File: src/rtl/board_mem_arbiter_if.sv
// Board RAM arbiter bus: requester handshakes, RAM port and score outputs.
// Slave side is the arbiter; master side is the game logic / RAM.
interface board_mem_arbiter_if #(
    parameter int ADDR_W = 10,
    parameter int DATA_W = 4
);
    logic              run;

    logic              disp_req;
    logic [ADDR_W-1:0] disp_addr;
    logic              disp_grant;
    logic              disp_valid;
    logic [DATA_W-1:0] disp_rdata;

    logic              pac_req;
    logic              pac_eat;
    logic [4:0]        pac_x;
    logic [4:0]        pac_y;
    logic              pac_grant;
    logic              pac_valid;
    logic [DATA_W-1:0] pac_rdata;

    logic              ghost_req;
    logic [4:0]        ghost_x;
    logic [4:0]        ghost_y;
    logic              ghost_grant;
    logic              ghost_valid;
    logic [DATA_W-1:0] ghost_rdata;

    logic [ADDR_W-1:0] mem_addr;
    logic              mem_we;
    logic [DATA_W-1:0] mem_wdata;
    logic [DATA_W-1:0] mem_rdata;

    logic              pellet_eaten;
    logic              power_eaten;
    logic [9:0]        dots_eaten;

    modport slave (
        input  run,
        input  disp_req, disp_addr,
        output disp_grant, disp_valid, disp_rdata,
        input  pac_req, pac_eat, pac_x, pac_y,
        output pac_grant, pac_valid, pac_rdata,
        input  ghost_req, ghost_x, ghost_y,
        output ghost_grant, ghost_valid, ghost_rdata,
        output mem_addr, mem_we, mem_wdata,
        input  mem_rdata,
        output pellet_eaten, power_eaten, dots_eaten
    );

    modport master (
        output run,
        output disp_req, disp_addr,
        input  disp_grant, disp_valid, disp_rdata,
        output pac_req, pac_eat, pac_x, pac_y,
        input  pac_grant, pac_valid, pac_rdata,
        output ghost_req, ghost_x, ghost_y,
        input  ghost_grant, ghost_valid, ghost_rdata,
        input  mem_addr, mem_we, mem_wdata,
        output mem_rdata,
        input  pellet_eaten, power_eaten, dots_eaten
    );
endinterface

File: src/rtl/board_mem_arbiter.sv
// Shares the single-port board tile RAM between display, Pac-Man and ghost,
// and performs Pac-Man's atomic eat (read, then clear pellet) with scoring.
module board_mem_arbiter #(
    parameter int ADDR_W   = 10,
    parameter int DATA_W   = 4,
    parameter int MAX_WAIT = 8
) (
    input  logic clock,
    input  logic reset,
    board_mem_arbiter_if.slave bus
);

    localparam logic [0:0] S_IDLE    = 1'b0;
    localparam logic [0:0] S_EAT_CHK = 1'b1;

    localparam int CW = $clog2(MAX_WAIT + 1);
    localparam logic [CW-1:0]     W_MAX    = CW'(MAX_WAIT);
    localparam logic [DATA_W-1:0] T_PELLET = DATA_W'(1);
    localparam logic [DATA_W-1:0] T_POWER  = DATA_W'(2);
    localparam logic [9:0]        DOTS_MAX = 10'd1023;

    logic [0:0]        r_state;
    logic [CW-1:0]     r_pac_wait;
    logic [CW-1:0]     r_ghost_wait;
    logic              r_rr_ghost;
    logic [ADDR_W-1:0] r_eat_addr;
    logic              r_disp_v;
    logic              r_pac_v;
    logic              r_ghost_v;
    logic              r_pellet;
    logic              r_power;
    logic [9:0]        r_dots;

    logic [ADDR_W-1:0] w_pac_addr;
    logic [ADDR_W-1:0] w_ghost_addr;
    logic              w_issue;
    logic              w_pac_old;
    logic              w_ghost_old;
    logic              w_gd;
    logic              w_gp;
    logic              w_gg;
    logic              w_eat_chk;
    logic              w_hit_pellet;
    logic              w_hit_power;
    logic              w_hit;

    assign w_pac_addr   = ADDR_W'({bus.pac_y, bus.pac_x});
    assign w_ghost_addr = ADDR_W'({bus.ghost_y, bus.ghost_x});

    assign w_issue     = (r_state == S_IDLE) && bus.run && !reset;
    assign w_pac_old   = bus.pac_req && (r_pac_wait >= W_MAX);
    assign w_ghost_old = bus.ghost_req && (r_ghost_wait >= W_MAX);

    // Starved pac/ghost beat display; otherwise display beats round-robin.
    always_comb begin
        w_gd = 1'b0;
        w_gp = 1'b0;
        w_gg = 1'b0;
        if (w_issue) begin
            priority case (1'b1)
                w_pac_old:    w_gp = 1'b1;
                w_ghost_old:  w_gg = 1'b1;
                bus.disp_req: w_gd = 1'b1;
                bus.pac_req && (!bus.ghost_req || !r_rr_ghost):
                              w_gp = 1'b1;
                bus.ghost_req: w_gg = 1'b1;
                default: ;
            endcase
        end
    end

    assign w_eat_chk    = (r_state == S_EAT_CHK);
    assign w_hit_pellet = w_eat_chk && (bus.mem_rdata == T_PELLET);
    assign w_hit_power  = w_eat_chk && (bus.mem_rdata == T_POWER);
    assign w_hit        = w_hit_pellet || w_hit_power;

    always_comb begin
        bus.mem_addr = '0;
        if (w_eat_chk)
            bus.mem_addr = r_eat_addr;
        else if (w_gd)
            bus.mem_addr = bus.disp_addr;
        else if (w_gp)
            bus.mem_addr = w_pac_addr;
        else if (w_gg)
            bus.mem_addr = w_ghost_addr;
    end

    assign bus.mem_we    = w_hit;
    assign bus.mem_wdata = '0;

    assign bus.disp_grant  = w_gd;
    assign bus.pac_grant   = w_gp;
    assign bus.ghost_grant = w_gg;

    // RAM data arrives one cycle after issue; steer it to the owner.
    assign bus.disp_valid  = r_disp_v;
    assign bus.pac_valid   = r_pac_v;
    assign bus.ghost_valid = r_ghost_v;
    assign bus.disp_rdata  = r_disp_v  ? bus.mem_rdata : '0;
    assign bus.pac_rdata   = r_pac_v   ? bus.mem_rdata : '0;
    assign bus.ghost_rdata = r_ghost_v ? bus.mem_rdata : '0;

    assign bus.pellet_eaten = r_pellet;
    assign bus.power_eaten  = r_power;
    assign bus.dots_eaten   = r_dots;

    always_ff @(posedge clock or posedge reset) begin
        if (reset) begin
            r_state    <= S_IDLE;
            r_eat_addr <= '0;
        end else begin
            unique case (r_state)
                S_IDLE: begin
                    if (w_gp) begin
                        r_eat_addr <= w_pac_addr;
                        if (bus.pac_eat)
                            r_state <= S_EAT_CHK;
                    end
                end
                S_EAT_CHK: r_state <= S_IDLE;
                default:   r_state <= S_IDLE;
            endcase
        end
    end

    always_ff @(posedge clock or posedge reset) begin
        if (reset) begin
            r_pac_wait   <= '0;
            r_ghost_wait <= '0;
            r_rr_ghost   <= 1'b0;
        end else begin
            if (!bus.pac_req || w_gp)
                r_pac_wait <= '0;
            else if (bus.run && (r_pac_wait < W_MAX))
                r_pac_wait <= r_pac_wait + 1'b1;

            if (!bus.ghost_req || w_gg)
                r_ghost_wait <= '0;
            else if (bus.run && (r_ghost_wait < W_MAX))
                r_ghost_wait <= r_ghost_wait + 1'b1;

            if (w_gp || w_gg)
                r_rr_ghost <= ~r_rr_ghost;
        end
    end

    always_ff @(posedge clock or posedge reset) begin
        if (reset) begin
            r_disp_v  <= 1'b0;
            r_pac_v   <= 1'b0;
            r_ghost_v <= 1'b0;
            r_pellet  <= 1'b0;
            r_power   <= 1'b0;
            r_dots    <= '0;
        end else begin
            r_disp_v  <= w_gd;
            r_pac_v   <= w_gp;
            r_ghost_v <= w_gg;
            r_pellet  <= w_hit_pellet;
            r_power   <= w_hit_power;
            if (w_hit && (r_dots != DOTS_MAX))
                r_dots <= r_dots + 10'd1;
        end
    end

endmodule
File: src/flat_wrapper.sv
// flat-port wrapper written by rule: the top's interface ports become plain ports
module board_mem_arbiter_flat 
#(
    parameter int ADDR_W   = 10,
    parameter int DATA_W   = 4,
    parameter int MAX_WAIT = 8
)
  (clock, reset, bus_run, bus_disp_req, bus_disp_addr, bus_disp_grant, bus_disp_valid, bus_disp_rdata, bus_pac_req, bus_pac_eat, bus_pac_x, bus_pac_y, bus_pac_grant, bus_pac_valid, bus_pac_rdata, bus_ghost_req, bus_ghost_x, bus_ghost_y, bus_ghost_grant, bus_ghost_valid, bus_ghost_rdata, bus_mem_addr, bus_mem_we, bus_mem_wdata, bus_mem_rdata, bus_pellet_eaten, bus_power_eaten, bus_dots_eaten);
  board_mem_arbiter_if #(.ADDR_W(ADDR_W), .DATA_W(DATA_W)) bus_i ();
  input  logic clock;
  input  logic reset;
  input wire logic [$bits(bus_i.run)-1:0] bus_run;
  input wire logic [$bits(bus_i.disp_req)-1:0] bus_disp_req;
  input wire logic [$bits(bus_i.disp_addr)-1:0] bus_disp_addr;
  output wire logic [$bits(bus_i.disp_grant)-1:0] bus_disp_grant;
  output wire logic [$bits(bus_i.disp_valid)-1:0] bus_disp_valid;
  output wire logic [$bits(bus_i.disp_rdata)-1:0] bus_disp_rdata;
  input wire logic [$bits(bus_i.pac_req)-1:0] bus_pac_req;
  input wire logic [$bits(bus_i.pac_eat)-1:0] bus_pac_eat;
  input wire logic [$bits(bus_i.pac_x)-1:0] bus_pac_x;
  input wire logic [$bits(bus_i.pac_y)-1:0] bus_pac_y;
  output wire logic [$bits(bus_i.pac_grant)-1:0] bus_pac_grant;
  output wire logic [$bits(bus_i.pac_valid)-1:0] bus_pac_valid;
  output wire logic [$bits(bus_i.pac_rdata)-1:0] bus_pac_rdata;
  input wire logic [$bits(bus_i.ghost_req)-1:0] bus_ghost_req;
  input wire logic [$bits(bus_i.ghost_x)-1:0] bus_ghost_x;
  input wire logic [$bits(bus_i.ghost_y)-1:0] bus_ghost_y;
  output wire logic [$bits(bus_i.ghost_grant)-1:0] bus_ghost_grant;
  output wire logic [$bits(bus_i.ghost_valid)-1:0] bus_ghost_valid;
  output wire logic [$bits(bus_i.ghost_rdata)-1:0] bus_ghost_rdata;
  output wire logic [$bits(bus_i.mem_addr)-1:0] bus_mem_addr;
  output wire logic [$bits(bus_i.mem_we)-1:0] bus_mem_we;
  output wire logic [$bits(bus_i.mem_wdata)-1:0] bus_mem_wdata;
  input wire logic [$bits(bus_i.mem_rdata)-1:0] bus_mem_rdata;
  output wire logic [$bits(bus_i.pellet_eaten)-1:0] bus_pellet_eaten;
  output wire logic [$bits(bus_i.power_eaten)-1:0] bus_power_eaten;
  output wire logic [$bits(bus_i.dots_eaten)-1:0] bus_dots_eaten;
  assign bus_i.run = bus_run;
  assign bus_i.disp_req = bus_disp_req;
  assign bus_i.disp_addr = bus_disp_addr;
  assign bus_disp_grant = bus_i.disp_grant;
  assign bus_disp_valid = bus_i.disp_valid;
  assign bus_disp_rdata = bus_i.disp_rdata;
  assign bus_i.pac_req = bus_pac_req;
  assign bus_i.pac_eat = bus_pac_eat;
  assign bus_i.pac_x = bus_pac_x;
  assign bus_i.pac_y = bus_pac_y;
  assign bus_pac_grant = bus_i.pac_grant;
  assign bus_pac_valid = bus_i.pac_valid;
  assign bus_pac_rdata = bus_i.pac_rdata;
  assign bus_i.ghost_req = bus_ghost_req;
  assign bus_i.ghost_x = bus_ghost_x;
  assign bus_i.ghost_y = bus_ghost_y;
  assign bus_ghost_grant = bus_i.ghost_grant;
  assign bus_ghost_valid = bus_i.ghost_valid;
  assign bus_ghost_rdata = bus_i.ghost_rdata;
  assign bus_mem_addr = bus_i.mem_addr;
  assign bus_mem_we = bus_i.mem_we;
  assign bus_mem_wdata = bus_i.mem_wdata;
  assign bus_i.mem_rdata = bus_mem_rdata;
  assign bus_pellet_eaten = bus_i.pellet_eaten;
  assign bus_power_eaten = bus_i.power_eaten;
  assign bus_dots_eaten = bus_i.dots_eaten;
  board_mem_arbiter #(.ADDR_W(ADDR_W), .DATA_W(DATA_W), .MAX_WAIT(MAX_WAIT)) u_core (.clock(clock), .reset(reset), .bus(bus_i));
endmodule
File: config.mk
export PLATFORM = sky130hd
export DESIGN_NAME = board_mem_arbiter_flat
export DESIGN_NICKNAME = d
export VERILOG_FILES = /design/src/rtl/board_mem_arbiter_if.sv /design/src/rtl/board_mem_arbiter.sv /design/src/flat_wrapper.sv
export SDC_FILE = /design/constraint.sdc
export NUM_CORES = 1
export LEC_CHECK = 0
export BUFFER_PORTS_ARGS = -buffer_cell sky130_fd_sc_hd__buf_2
export CAP_MARGIN = 10
export CORE_MARGIN = 2
export CORE_UTILIZATION = 48
export CTS_BUF_LIST = sky130_fd_sc_hd__clkbuf_2 sky130_fd_sc_hd__clkbuf_4 sky130_fd_sc_hd__clkbuf_8
export DETAILED_ROUTE_END_ITERATION = 16
export PLACE_DENSITY = 0.86
export SLEW_MARGIN = 30
export SYNTH_ARGS = -nofsm -noshare
export SYNTH_HDL_FRONTEND = slang
export SYNTH_SLANG_ARGS = --single-unit
export TNS_END_PERCENT = 1
File: constraint.sdc
create_clock -name clock -period 1.95 [get_ports clock]
set_input_delay 0.195 -clock clock [delete_from_list [all_inputs] [get_ports clock]]
set_output_delay 0.195 -clock clock [all_outputs]
set_load 0.02 [all_outputs]
==> impl_metrics.toml <==
[run_status]
status = "finished, violations left"
failed_checks = "negative setup slack"

[cts]
clk_path_buf_depth = 2
htree_levels = 2
clock-root-buffer = "clkbuf_8"
cts_tree = "yes"
clk_pin_slew_ns = 0.07
cts_sinks = 35
numCtsBuffers = 5
insertion_delay_ns = 0.29

[floorplan]
dieArea_mm2 = 0.004474
core-area_mm2 = 0.003744
num_rows = 22
fp.dieH_um = 66.89
start_util = 0.5070
io_pins = 86
die_w_um = 66.89

[timing]
finalSetupTns_ns = -1.355
final.setup_skew_ns = 0.005837
max_freq_ghz = 0.4682
fin_hold_ws_ns = 0.1246
min_period_ns = 2.136
finalHoldViolCount = 0
setup_viol = 11
setup_slack_ns = -0.1861
final.period_utilization = 1.095
rsz0062_at_grt = "yes"
drv_slew = 0

[placement]
globalplace.congestion = 0.8485
numPortBuffers = 81
placed_cells = 344
place_area_mm2 = 0.002411
place_hpwl_mm = 3.623

[worst_setup_path]
criticalPathCategory = "flip-flop to output pin"
crit_path_end_kind = "output pin"
worst_setup_path_start_kind = "flip-flop"
slowest_stage = "dfrtp_1"
critical_path_arrival_ns = 1.94
cp_data_required_time_ns = 1.75
cp_slowest_stage_delay_ns = 0.41
worstPathMaxFanout = 6
crit_chain = "nor3b_4, nand4_1, inv_2, nor2_4, buf_6, a31oi_1, buf_4"

[power]
cellLeakagePower_nw = 1.442
swShare = 0.3192
fin_total_pwr_mw = 1.912
combPwrFrac = 0.238
peakVddDrop_mv = 0.4594
p_per_area_mw_per_mm2 = 697.5
internal-power_mw = 1.302
pwr-share-clk = 0.278
pwr-share-seq = 0.483
switchingPower_mw = 0.6104

[yosys]
synth_area_mm2 = 0.001898
yosysSeqAreaShare = 0.4614
synth.ff_latch_count = 35
synth_cells = 211
ys_types = 36
avgSynthCellArea_um2 = 8.996
yosysWarnings = 0

[layout]
syn_to_final_growth_pct = 44.43
final_area_mm2 = 0.002741
antennaDiodeCount = 0
layout-drive-gt1-share = 0.4295
final_cell_mix = "buf_2, nand2_1, dfrtp_1"
finalNonFillerCells = 360
nets = 358
final_common_cell = "buf_2"

[detailed_routing]
via_count = 2016
wl_per_cell_um = 15.88
via_per_inst = 5.600
final_antenna_net_count = 0
remaining_drc_errors = 0
dr.first_iter.drc_count = 144
wl_mm = 5.717
firstDrtPassIters = 4

[min_path]
hold_class = "input pin to flip-flop"

[global_route]
grt_pass1_wl_mm = 7.928
antenna_found_initial = 0
grt_pass1_vias = 1771
grt_use_total = 0.2401
gr-total-overflow = 0
grt_max_degree = 26

[flow_run]
max_cap_violations = 0
==> cell type report <==
cell class / count / area [µm²]
clock buffers: 6 / 82.58
clock inverters: 1 / 5.005
fillers: 265 / 1002
inverters: 11 / 41.29
multi-input cells: 159 / 1076
flip-flops and latches: 35 / 875.8
well taps: 48 / 60.06
repair buffers: 100 / 600.6
==> per-stage QoR <==
stage,util,setup slack [ns]
finish,0.7323,-0.1861
detailed placement,0.6441,0.1670
floorplan,-,0.04124
CTS,0.6925,-0.004643
global placement,0.6441,0.2441
global route,0.7323,-0.2386
==> kinds of logic (layout without fill, tap and decap cells) <==
family | count (synthesis) | after routing | share of synthesized area
other | 1 | 4 | 0.001976
adders and majority gates | 5 | 5 | 0.03296
muxes | 4 | 4 | 0.02307
and+or+nand+nor | 103 | 103 | 0.2637
AOI/OAI and AO/OA | 33 | 33 | 0.1220
xor gates and xnor gates | 10 | 10 | 0.04615
buffers and inverters | 20 | 118 | 0.04878
DFF | 35 | 35 | 0.4614
==> worst paths after layout <==
path | startpoint | to | slack [ns] | depth (start not counted)
setup reg to reg | u_core.r_state | u_core.bus.dots_eaten[9] | 0.15 | 5
hold reg to reg | u_core.r_eat_addr[9] | u_core.r_eat_addr[9] | 0.50 | 2
max in group asynchronous | reset | u_core.bus.dots_eaten[0] | 0.96 | 4
min in group asynchronous | reset | u_core.r_ghost_wait[1] | 0.50 | 3
setup / recovery | u_core.r_state | bus_mem_addr[6] | -0.19 | 7
hold / removal | bus_pac_x[1] | u_core.r_eat_addr[1] | 0.12 | 3
==> Yosys cell counts, drive strengths merged <==
master	number	area, µm²
clkbuf	3	11.26
o31ai	1	7.510
a211oi	1	12.51
nor2b	3	18.77
nor2	16	60.06
nand2	41	153.9
clkinv	1	3.750
a31oi	11	68.82
nand3	13	65.06
or3b	1	11.26
o21bai	1	7.510
nand2b	3	18.77
o311ai	1	8.760
and2	14	87.58
mux2i	1	10.01
inv	10	37.54
o22ai	10	62.56
a41oi	1	8.760
xnor2	8	70.07
mux2	3	33.78
and3	2	12.51
and4	2	17.52
a21oi	5	36.29
conb	1	3.750
nand4	6	37.54
xor2	2	17.52
dfrtp	35	875.8
buf	6	40.04
nor3b	1	12.51
ha	5	62.56
a41o	1	10.01
a31o	1	8.760
nor3	1	5.000
==> state kept, by name, summed over array words and instances (netlist names) <==
name / count
u_core.bus.pac_valid: 1
u_core.bus.ghost_valid: 1
u_core.bus.pellet_eaten: 1
u_core.bus.disp_valid: 1
u_core.r_state: 1
u_core.r_rr_ghost: 1
u_core.bus.dots_eaten: 10
u_core.bus.power_eaten: 1
u_core.r_eat_addr: 10
u_core.r_pac_wait: 4
u_core.r_ghost_wait: 4
==> critical path, delay by kind of cell, from the launching register on <==
kind / cells / cell delay, ns
simple gates: 3 / 0.59
buf+inv: 3 / 0.46
flops: 1 / 0.41
compound gates: 1 / 0.19
==> power groups by stage <==
stage / combinational, mW / clock, mW / sequential (mW)
6_report: 0.456 / 0.532 / 0.924
3_5_place_dp: 0.382 / 0 / 0.912
5_1_grt: 0.491 / 0.582 / 0.931
4_1_cts: 0.403 / 0.547 / 0.906
2_1_floorplan: 0.237 / 0 / 0.903
3_3_place_gp: 0.370 / 0 / 0.909
==> metal layers <==
metal,share of wire,track usage
met5,0,0
met4,0.046,0.1071
met3,0.088,0.06419
met2,0.49,0.4125
met1,0.37,0.2785
==> timing repair <==
action	CTS	global route
pin swaps	8	12
gates resized for setup	14	24
hold endpoints to repair	10	0
setup buffers	5	4
hold buffers	1	0
endpoints found under the setup margin	10	10
Power figures use the tool's default switching activity.
